===== src/rtl/timer_bank.sv =====
// -----------------------------------------------------------------------------
// timer_bank
//   A bank of NCH independent timers sharing one free-running prescaler.
//   Each channel runs in one of these modes:
//     ASTABLE (0, also 3): square wave. Phase A drives out high and phase B
//                          drives it low. Runs until stopped.
//     PULSE   (1)        : out high for phase A, then the channel stops itself
//                          and sets done.
//     DELAY   (2)        : out low for phase A, then out goes high, done is set
//                          and the channel holds until stopped.
//   A phase lasts period+1 ticks. The channel tick is taken from the low
//   'div' bits of the shared prescaler.
//
// Ports
//   clk, rst_n          clock, asynchronous active-low reset
//   cmd_valid/ch/op     command port: op=1 start/restart, op=0 stop
//   cfg_we/ch/sel/data  config port: sel 0=period_a, 1=period_b,
//                       2={mode[1:0],div[DIV_W-1:0]}, 3=ignored
//   rd_ch               channel whose phase counter appears on rd_count
//   tmr_out             registered timer outputs
//   tmr_active          registered running flags
//   tmr_done            registered sticky completion flags
//   rd_count            combinational phase counter of channel rd_ch
// -----------------------------------------------------------------------------
module timer_bank #(
   parameter int NCH     = 4,
   parameter int CNT_W   = 10,
   parameter int PRESC_W = 8,
   parameter int DIV_W   = 4,
   localparam int CH_W   = (NCH > 1) ? $clog2(NCH) : 1
) (
   input  logic             clk,
   input  logic             rst_n,
   input  logic             cmd_valid,
   input  logic [CH_W-1:0]  cmd_ch,
   input  logic             cmd_op,
   input  logic             cfg_we,
   input  logic [CH_W-1:0]  cfg_ch,
   input  logic [1:0]       cfg_sel,
   input  logic [CNT_W-1:0] cfg_data,
   input  logic [CH_W-1:0]  rd_ch,
   output logic [NCH-1:0]   tmr_out,
   output logic [NCH-1:0]   tmr_active,
   output logic [NCH-1:0]   tmr_done,
   output logic [CNT_W-1:0] rd_count
);

   localparam logic [1:0] MODE_PULSE = 2'd1;
   localparam logic [1:0] MODE_DELAY = 2'd2;

   logic [PRESC_W-1:0] presc_q, presc_d;
   logic [CNT_W-1:0]   cnt_q [NCH];
   logic [CNT_W-1:0]   cnt_d [NCH];
   logic [CNT_W-1:0]   pa_q  [NCH];
   logic [CNT_W-1:0]   pa_d  [NCH];
   logic [CNT_W-1:0]   pb_q  [NCH];
   logic [CNT_W-1:0]   pb_d  [NCH];
   logic [DIV_W-1:0]   div_q [NCH];
   logic [DIV_W-1:0]   div_d [NCH];
   logic [1:0]         mode_q [NCH];
   logic [1:0]         mode_d [NCH];
   logic [NCH-1:0]     phase_q, phase_d;   // 0 = phase A, 1 = phase B
   logic [NCH-1:0]     out_q, out_d;
   logic [NCH-1:0]     active_q, active_d;
   logic [NCH-1:0]     done_q, done_d;

   // Channel tick: the low 'div' prescaler bits are all ones. Divisors above
   // PRESC_W clamp to the full prescaler width.
   function automatic logic tick_of(input logic [PRESC_W-1:0] presc,
                                    input logic [DIV_W-1:0]   div);
      logic [PRESC_W-1:0] mask;
      int                 d;
      d    = (int'(div) > PRESC_W) ? PRESC_W : int'(div);
      mask = ~({PRESC_W{1'b1}} << d);
      return (presc & mask) == mask;
   endfunction

   always_comb begin
      presc_d = presc_q + 1'b1;
      for (int i = 0; i < NCH; i++) begin
         cnt_d[i]    = cnt_q[i];
         pa_d[i]     = pa_q[i];
         pb_d[i]     = pb_q[i];
         div_d[i]    = div_q[i];
         mode_d[i]   = mode_q[i];
         phase_d[i]  = phase_q[i];
         out_d[i]    = out_q[i];
         active_d[i] = active_q[i];
         done_d[i]   = done_q[i];

         if (cfg_we && int'(cfg_ch) == i) begin
            case (cfg_sel)
               2'd0:    pa_d[i] = cfg_data;
               2'd1:    pb_d[i] = cfg_data;
               2'd2: begin
                  div_d[i]  = cfg_data[DIV_W-1:0];
                  mode_d[i] = cfg_data[DIV_W+1:DIV_W];
               end
               default: ;
            endcase
         end

         // Commands override a tick on the same cycle. A start sees a mode
         // written on the same cycle because it decodes mode_d.
         if (cmd_valid && int'(cmd_ch) == i) begin
            if (cmd_op) begin
               cnt_d[i]    = '0;
               phase_d[i]  = 1'b0;
               active_d[i] = 1'b1;
               done_d[i]   = 1'b0;
               out_d[i]    = (mode_d[i] != MODE_DELAY);
            end else if (active_q[i]) begin
               cnt_d[i]    = '0;
               phase_d[i]  = 1'b0;
               active_d[i] = 1'b0;
               out_d[i]    = 1'b0;
            end
         end else if (active_q[i] && tick_of(presc_q, div_q[i])) begin
            // A completed DELAY channel parks in phase B with cnt frozen.
            if (!(mode_q[i] == MODE_DELAY && phase_q[i])) begin
               if (cnt_q[i] >= (phase_q[i] ? pb_q[i] : pa_q[i])) begin
                  cnt_d[i] = '0;
                  case (mode_q[i])
                     MODE_PULSE: begin
                        out_d[i]    = 1'b0;
                        active_d[i] = 1'b0;
                        done_d[i]   = 1'b1;
                        phase_d[i]  = 1'b0;
                     end
                     MODE_DELAY: begin
                        out_d[i]   = 1'b1;
                        done_d[i]  = 1'b1;
                        phase_d[i] = 1'b1;
                     end
                     default: begin
                        phase_d[i] = ~phase_q[i];
                        out_d[i]   = phase_q[i];
                     end
                  endcase
               end else begin
                  cnt_d[i] = cnt_q[i] + 1'b1;
               end
            end
         end
      end
   end

   always_ff @(posedge clk or negedge rst_n) begin
      if (!rst_n) begin
         presc_q  <= '0;
         phase_q  <= '0;
         out_q    <= '0;
         active_q <= '0;
         done_q   <= '0;
         for (int i = 0; i < NCH; i++) begin
            cnt_q[i]  <= '0;
            pa_q[i]   <= CNT_W'(2);
            pb_q[i]   <= CNT_W'(3);
            div_q[i]  <= '0;
            mode_q[i] <= 2'd0;
         end
      end else begin
         presc_q  <= presc_d;
         phase_q  <= phase_d;
         out_q    <= out_d;
         active_q <= active_d;
         done_q   <= done_d;
         for (int i = 0; i < NCH; i++) begin
            cnt_q[i]  <= cnt_d[i];
            pa_q[i]   <= pa_d[i];
            pb_q[i]   <= pb_d[i];
            div_q[i]  <= div_d[i];
            mode_q[i] <= mode_d[i];
         end
      end
   end

   always_comb begin
      rd_count = '0;
      for (int i = 0; i < NCH; i++) begin
         if (int'(rd_ch) == i) rd_count = cnt_q[i];
      end
   end

   assign tmr_out    = out_q;
   assign tmr_active = active_q;
   assign tmr_done   = done_q;

endmodule


===== config.mk =====
export PLATFORM = sky130hd
export DESIGN_NAME = timer_bank
export DESIGN_NICKNAME = d
export VERILOG_FILES = /design/src/rtl/timer_bank.sv
export SDC_FILE = /design/constraint.sdc
export NUM_CORES = 1
export LEC_CHECK = 0
export ABC_AREA = 0
export CORE_ASPECT_RATIO = 1.75
export CORE_UTILIZATION = 68
export CTS_BUF_LIST = sky130_fd_sc_hd__clkbuf_8
export CTS_CLUSTER_SIZE = 16
export DETAILED_ROUTE_END_ITERATION = 12
export PLACE_DENSITY_LB_ADDON = 0.2
export SYNTH_ARGS = -nofsm -noshare
export SYNTH_HDL_FRONTEND = slang
export SYNTH_SLANG_ARGS = --single-unit

===== constraint.sdc =====
create_clock -name clk -period 8.43 [get_ports clk]
set_input_delay 2.529 -clock clk [delete_from_list [all_inputs] [get_ports clk]]
set_output_delay 2.529 -clock clk [all_outputs]
set_load 0.03 [all_outputs]

# --- Word-level counts from Yosys, hierarchy flattened ---
# Cells that the tools add are included.
# Widths: inputs -> output; s select.
word_totals:
  output_inout_bits: 22
  latch_bits: 0
  input_bits: 23
  reg_bits: 168
  ramBits: 0
  mem_bits_ro: 0
  word_cells: 311
  n_memories: 0
classes:
  shifts: 4
  magnitude_cmp: 8
  bitwise: 12
  mux: 138
  n_reduce_logical: 68
  n_mul: 0
  n_addsub: 5
  eq_ne: 39
  div_mod_pow: 0
op_table:
  columns: ["cell", "n"]
  rows:
  - ["$mux 10", 32]
  - ["$mux 1", 86]
  - ["$add 10x1->10 const B", 4]
  - ["$ge 10x10->1", 4]
  - ["$and 8x8->8", 4]
  - ["$eq 8x8->1", 4]
  - ["$not 8->8", 4]
  - ["$reduce_and 4->1", 8]
  - ["$reduce_bool 2->1", 16]
  - ["$shl 8x4->8 const A", 4]
  - ["$ne 2x2->1 const B", 12]
  - ["$reduce_and 2->1", 12]
  - ["$eq 2x2->1 const B", 11]
  - ["$reduce_and 5->1", 4]
  - ["$eq 2x1->1 const B", 8]
  - ["$gt 4x4->1 const B", 4]
  - ["$logic_and 1x1->1", 16]
  - ["$mux 2", 8]
  - ["$mux 4", 4]
  - ["$pmux 1 s2", 8]
  - ["$ne 3x3->1 const B", 4]
  - ["$reduce_and 3->1", 4]
  - ["$add 8x1->8 const B", 1]
  - ["$logic_not 2->1", 4]
  - ["other kinds (2)", 8]

# --- Logic depth before layout (Yosys ltp) ---
depth:
  word_depth: 9
  ltp_mapped: 11
  depth_no_buf: 8

# --- Worst setup path after synthesis ---
# OpenSTA, ideal clock, no wires.
synth_timing:
  path_type: "input to output"
  start: "input rd_ch[0]"
  end: "output rd_count[0]"
  n_path_buf: 1
  slack_ns: 2.177
  t_required_ns: 5.901
  path_stages: 2
  arrival_time_ns: 3.724
  path_cell_list: "clkbuf_1 > mux4_2"
synth_via:
  elab_chain_len: 5
  elab_cells_between_ends: 8
  classes_between: "eq/ne (3); mux (4); reduce/logical (1)"
synth_rtl:
  columns: ["item", "line", "source"]
  rows:
  - ["start: declaration", "41", "input logic [CH_W-1:0] rd_ch,"]
  - ["$logic_not 2->1", "181", "if (int'(rd_ch) == i) rd_count = cnt_q[i];"]
  - ["$mux 10 (3 in a row)", "181", null]
  - ["$mux 10 (*)", "181", null]
  - ["end: declaration", "45", "output logic [CNT_W-1:0] rd_count"]
# Mark *: on every way between the ends. The rest lies on a longest branch, timed or not.

# --- Worst setup path after layout ---
# Same ends and word-level chain as after synthesis.

==> implementation parameters <==
Parameter                              Value

Status
  Status ... finished, final reports clean

Die
  Chip Height ... 157 um
  Effective utilization at floorplan ... 0.697
  Die Outline Area ... 14300 sq um
  Die Width ... 90.7 um
  Top-level I/O count ... 45
  Site row count ... 56
  Area of the core ... 13500 sq um

Synth
  Cell types occupying the most area after synthesis ... dfrtp_1 42%, mux2_2 12%, ha_1 7.1%, mux2i_1 4.1%, dfstp_2 3.4%
  Fraction of synthesized cell area taken by the top area cell type ... 0.417
  FFs w/ async S/R, synth ... 1.00
  Arithmetic-cell share of the synthesized area counting full adders, half adders and majority gates ... 0.0708
  Dominant combinational cell family by area after synthesis ... multiplexers
  Warnings from Yosys ... 0
  Post-synthesis average cell area ... 11.1 sq um
  Synth Flop Type ... dfrtp_1
  Synthesized-area fraction occupied by ao, oa, aoi and oai cells ... 0.139
  FF+latch count, synth ... 168
  Post-Synth XOR/XNOR Area ... 0.00561
  Post-synth design cell area ... 9370 sq um
  Cell accounting for the most synthesized area ... dfrtp_1
  Cell variety after synth ... 68
  Net count after synthesis ... 917
  Number of enable-type register cells in the synthesized netlist ... 0
  Post-Synth Simple-Gate Area ... 0.120
  Mux cell area share after synthesis ... 0.187
  Post-synthesis cell count ... 841
  Sequential share of the synthesized area ... 0.450

Detailed routing
  Number of DRC markers after the initial detailed-route iteration ... 425
  Total detailed-routing wirelength ... 24300 um
  First-pass iteration count of the detailed router ... 8
  DRC violation count after routing ... 0
  Wire per inst ... 23.0 um
  Antenna-violating nets left ... 0
  Via total after detailed routing ... 7182
  Via density per instance ... 6.78

Place
  Dpl hpwl ... 17600 um
  Number of port buffers ... 44
  Placed Cells ... 1028
  Placer's final routability congestion estimate ... 1.00
  Placement-stage cell area ... 9920 sq um

Worst setup path
  Cell at the slowest stage of the critical path ... clkdlybuf4s50_1
  Worst reg2reg path depth ... 8
  Type of origin of the critical path ... primary input
  Critical Path Max Stage Delay ... 0.90 ns
  Worst R2R Start ... phase_q[3]
  Highest fanout seen on the critical path ... 10
  Setup slack, reg-to-reg ... 5.00 ns
  Worst r2r dst ... tmr_out[3]
  Crit path arrival time ... 4.67 ns
  Cell occurring most often along the worst timing path ... clkdlybuf4s50_1
  Cells traversed along the worst timing path ... clkdlybuf4s50_1 -> mux4_2 -> clkdlybuf4s50_1
  Req. time, crit path ... 5.90 ns
  Critical setup path kind ... primary input to output pin
  Element type at the critical path end ... output pin

Clock tree
  Number of sinks handled by clock tree synthesis ... 168
  Clk root buf ... clkbuf_8
  CTS buffer count ... 17
  Maximum buffer depth of the clock tree ... 2
  Worst-path clk slew ... 0.09 ns
  CTS HTree Levels ... 4
  Hold buffer count at cts ... 0
  Setup Buffers After CTS ... 0
  Number of gates given a new drive strength after cts ... 0
  Clk Latency, worst-skew pair ... 0.47 ns
  TritonCTS clock tree ... built

Global route
  First-pass GRT wire length ... 36800 um
  All-Layer GR Usage ... 0.349
  Number of antenna violations at the first check in global routing ... 0
  Maximum number of pins on one net before global-route repair ... 110
  Number of global-route vias before repair ... 7206
  Global-route congestion overflow total ... 0

STA
  Clk_skew ... 0.0228 ns
  # setup viols final ... 0
  Period utilisation layout ... 0.854
  Maximum clock rate ... 139 MHz
  Worst hold slack across all endpoints ... 0.478 ns
  Final-layout setup total negative slack ... 0 ns
  Transition time at the pin with the least slew margin ... 1.15 ns
  Fin. max-slew vios ... 0
  Shortest clock period the worst path allows after layout ... 7.20 ns
  Worst slew margin relative to its limit ... 0.232
  RSZ-0062 raised after global routing ... false
  Count of endpoints failing hold in the final timing report ... 0

Worst hold path
  Cell depth of the worst min-delay path ... 1
  Worst hold-check path type ... flop to flop
  Hold endpoint ... presc_q[7]
  Min-Delay Startpoint ... presc_q[7]

Cells and area
  Share of layout cells above drive strength 1 ... 0.201
  Count of fill cells added during filler insertion ... 910
  Syn-to-layout area delta ... 10.2%
  Footprint of the multi-input gates ... 4890 sq um
  Antenna fix cells ... 0
  Finished Layout Cells ... 1060
  Post-route standard cell area excluding fillers ... 10300 sq um
  Final #Nets ... 949
  Utilization after layout ... 0.767
  Area occupied by registers ... 4220 sq um

Power and ir drop
  Worst supply voltage drop on vdd ... 0.200 mV
  Leak pwr ... 0.00454 uW
  Power per cell area ... 255 nW/um^2

Job
  Count of maximum capacitance violations ... 0
## power by group
group          internal (uW)  total [uW]  leakage (uW)  switching [uW]
combinational            414         846       0.00227             432
sequential               990        1190       0.00207             202
clock                    270         592      0.000200             322
## logic make-up after synthesis
logic type      count (synthesis)
compound gates                184
xor+xnor                        6
simple gates                  214
fa+ha+maj                      53
buf+inv                        66
flops                         168
mux                           150
## synth_stat cells (6+ instances only)
library cell,count
nor2b_1,24
mux4_2,10
nand2_1,42
and3_1,20
mux2i_1,38
a21oi_1,15
o21ai_1,15
o21ai_0,34
clkbuf_1,28
mux2_2,102
o22ai_1,6
a31oi_1,12
o211ai_1,6
dfstp_2,12
nand2b_1,21
dfrtp_1,156
inv_1,28
a211oi_1,9
nor3_1,11
a22o_1,24
ha_1,53
nor2_1,48
nand3_1,16
a21o_1,11
## stage by stage
| step | worst slack (ns) | power (uW) |
|---|---|---|
| floorplan | 2.18 | 1730 |
| global placement | 1.24 | 1980 |
| detailed placement | 1.22 | 2040 |
| CTS | 1.21 | 2630 |
| global route | 1.12 | 2760 |
| finish | 1.23 | 2630 |
## state kept, by name, indices dropped and copies added (netlist names)
name / count
div_q: 16
presc_q: 8
cnt_q: 40
pb_q: 40
phase_q: 4
mode_q: 8
tmr_active: 4
tmr_done: 4
pa_q: 40
tmr_out: 4
## per-layer routing
layer | up-vias | part of all wire | wire length, um | global-route usage
met5 | - | 0 | 0 | 0
li1 | 3175 | - | - | -
met1 | 3622 | 0.36 | 8820 | 0.370
met4 | 0 | 0.047 | 1140 | 0.202
met2 | 290 | 0.54 | 13200 | 0.650
met3 | 95 | 0.048 | 1160 | 0.0527
## area by class of cell
type,instances,share of cell area
clock buffers,17,0.0227
well taps,174,0.0211
repair buffers,51,0.0479
flip-flops and latches,168,0.409
multi-input cells,607,0.473
clock inverters,15,0.0161
inverters,28,0.0102
## critical path, delay by kind of cell
kind                   cells  cell delay (ns)
buffers and inverters      2             1.51
multiplexers               1             0.63
## cells in the final DEF, fill, tap and decap left out, types with 24 or more instances in the layout
cell type,synthesis,final
dfrtp_1,156,156
mux2_2,102,102
ha_1,53,53
nor2_1,48,48
clkdlybuf4s50_1,0,43
nand2_1,42,42
mux2i_1,38,38
o21ai_0,34,34
inv_1,28,28
nor2b_1,24,24
a22o_1,24,24
## worst max-delay path by stage
stage          startpoint           to  slack (ns)  cells after the start
2_1_floorplan    rd_ch[0]  rd_count[0]        2.18                      2
3_5_place_dp     rd_ch[0]  rd_count[0]        1.22                      3
6_report         rd_ch[0]  rd_count[0]        1.23                      3
5_1_grt          rd_ch[0]  rd_count[0]        1.12                      3
3_3_place_gp     rd_ch[0]  rd_count[1]        1.24                      3
4_1_cts          rd_ch[0]  rd_count[0]        1.21                      3
No activity file was read; power rests on OpenSTA's default activity.
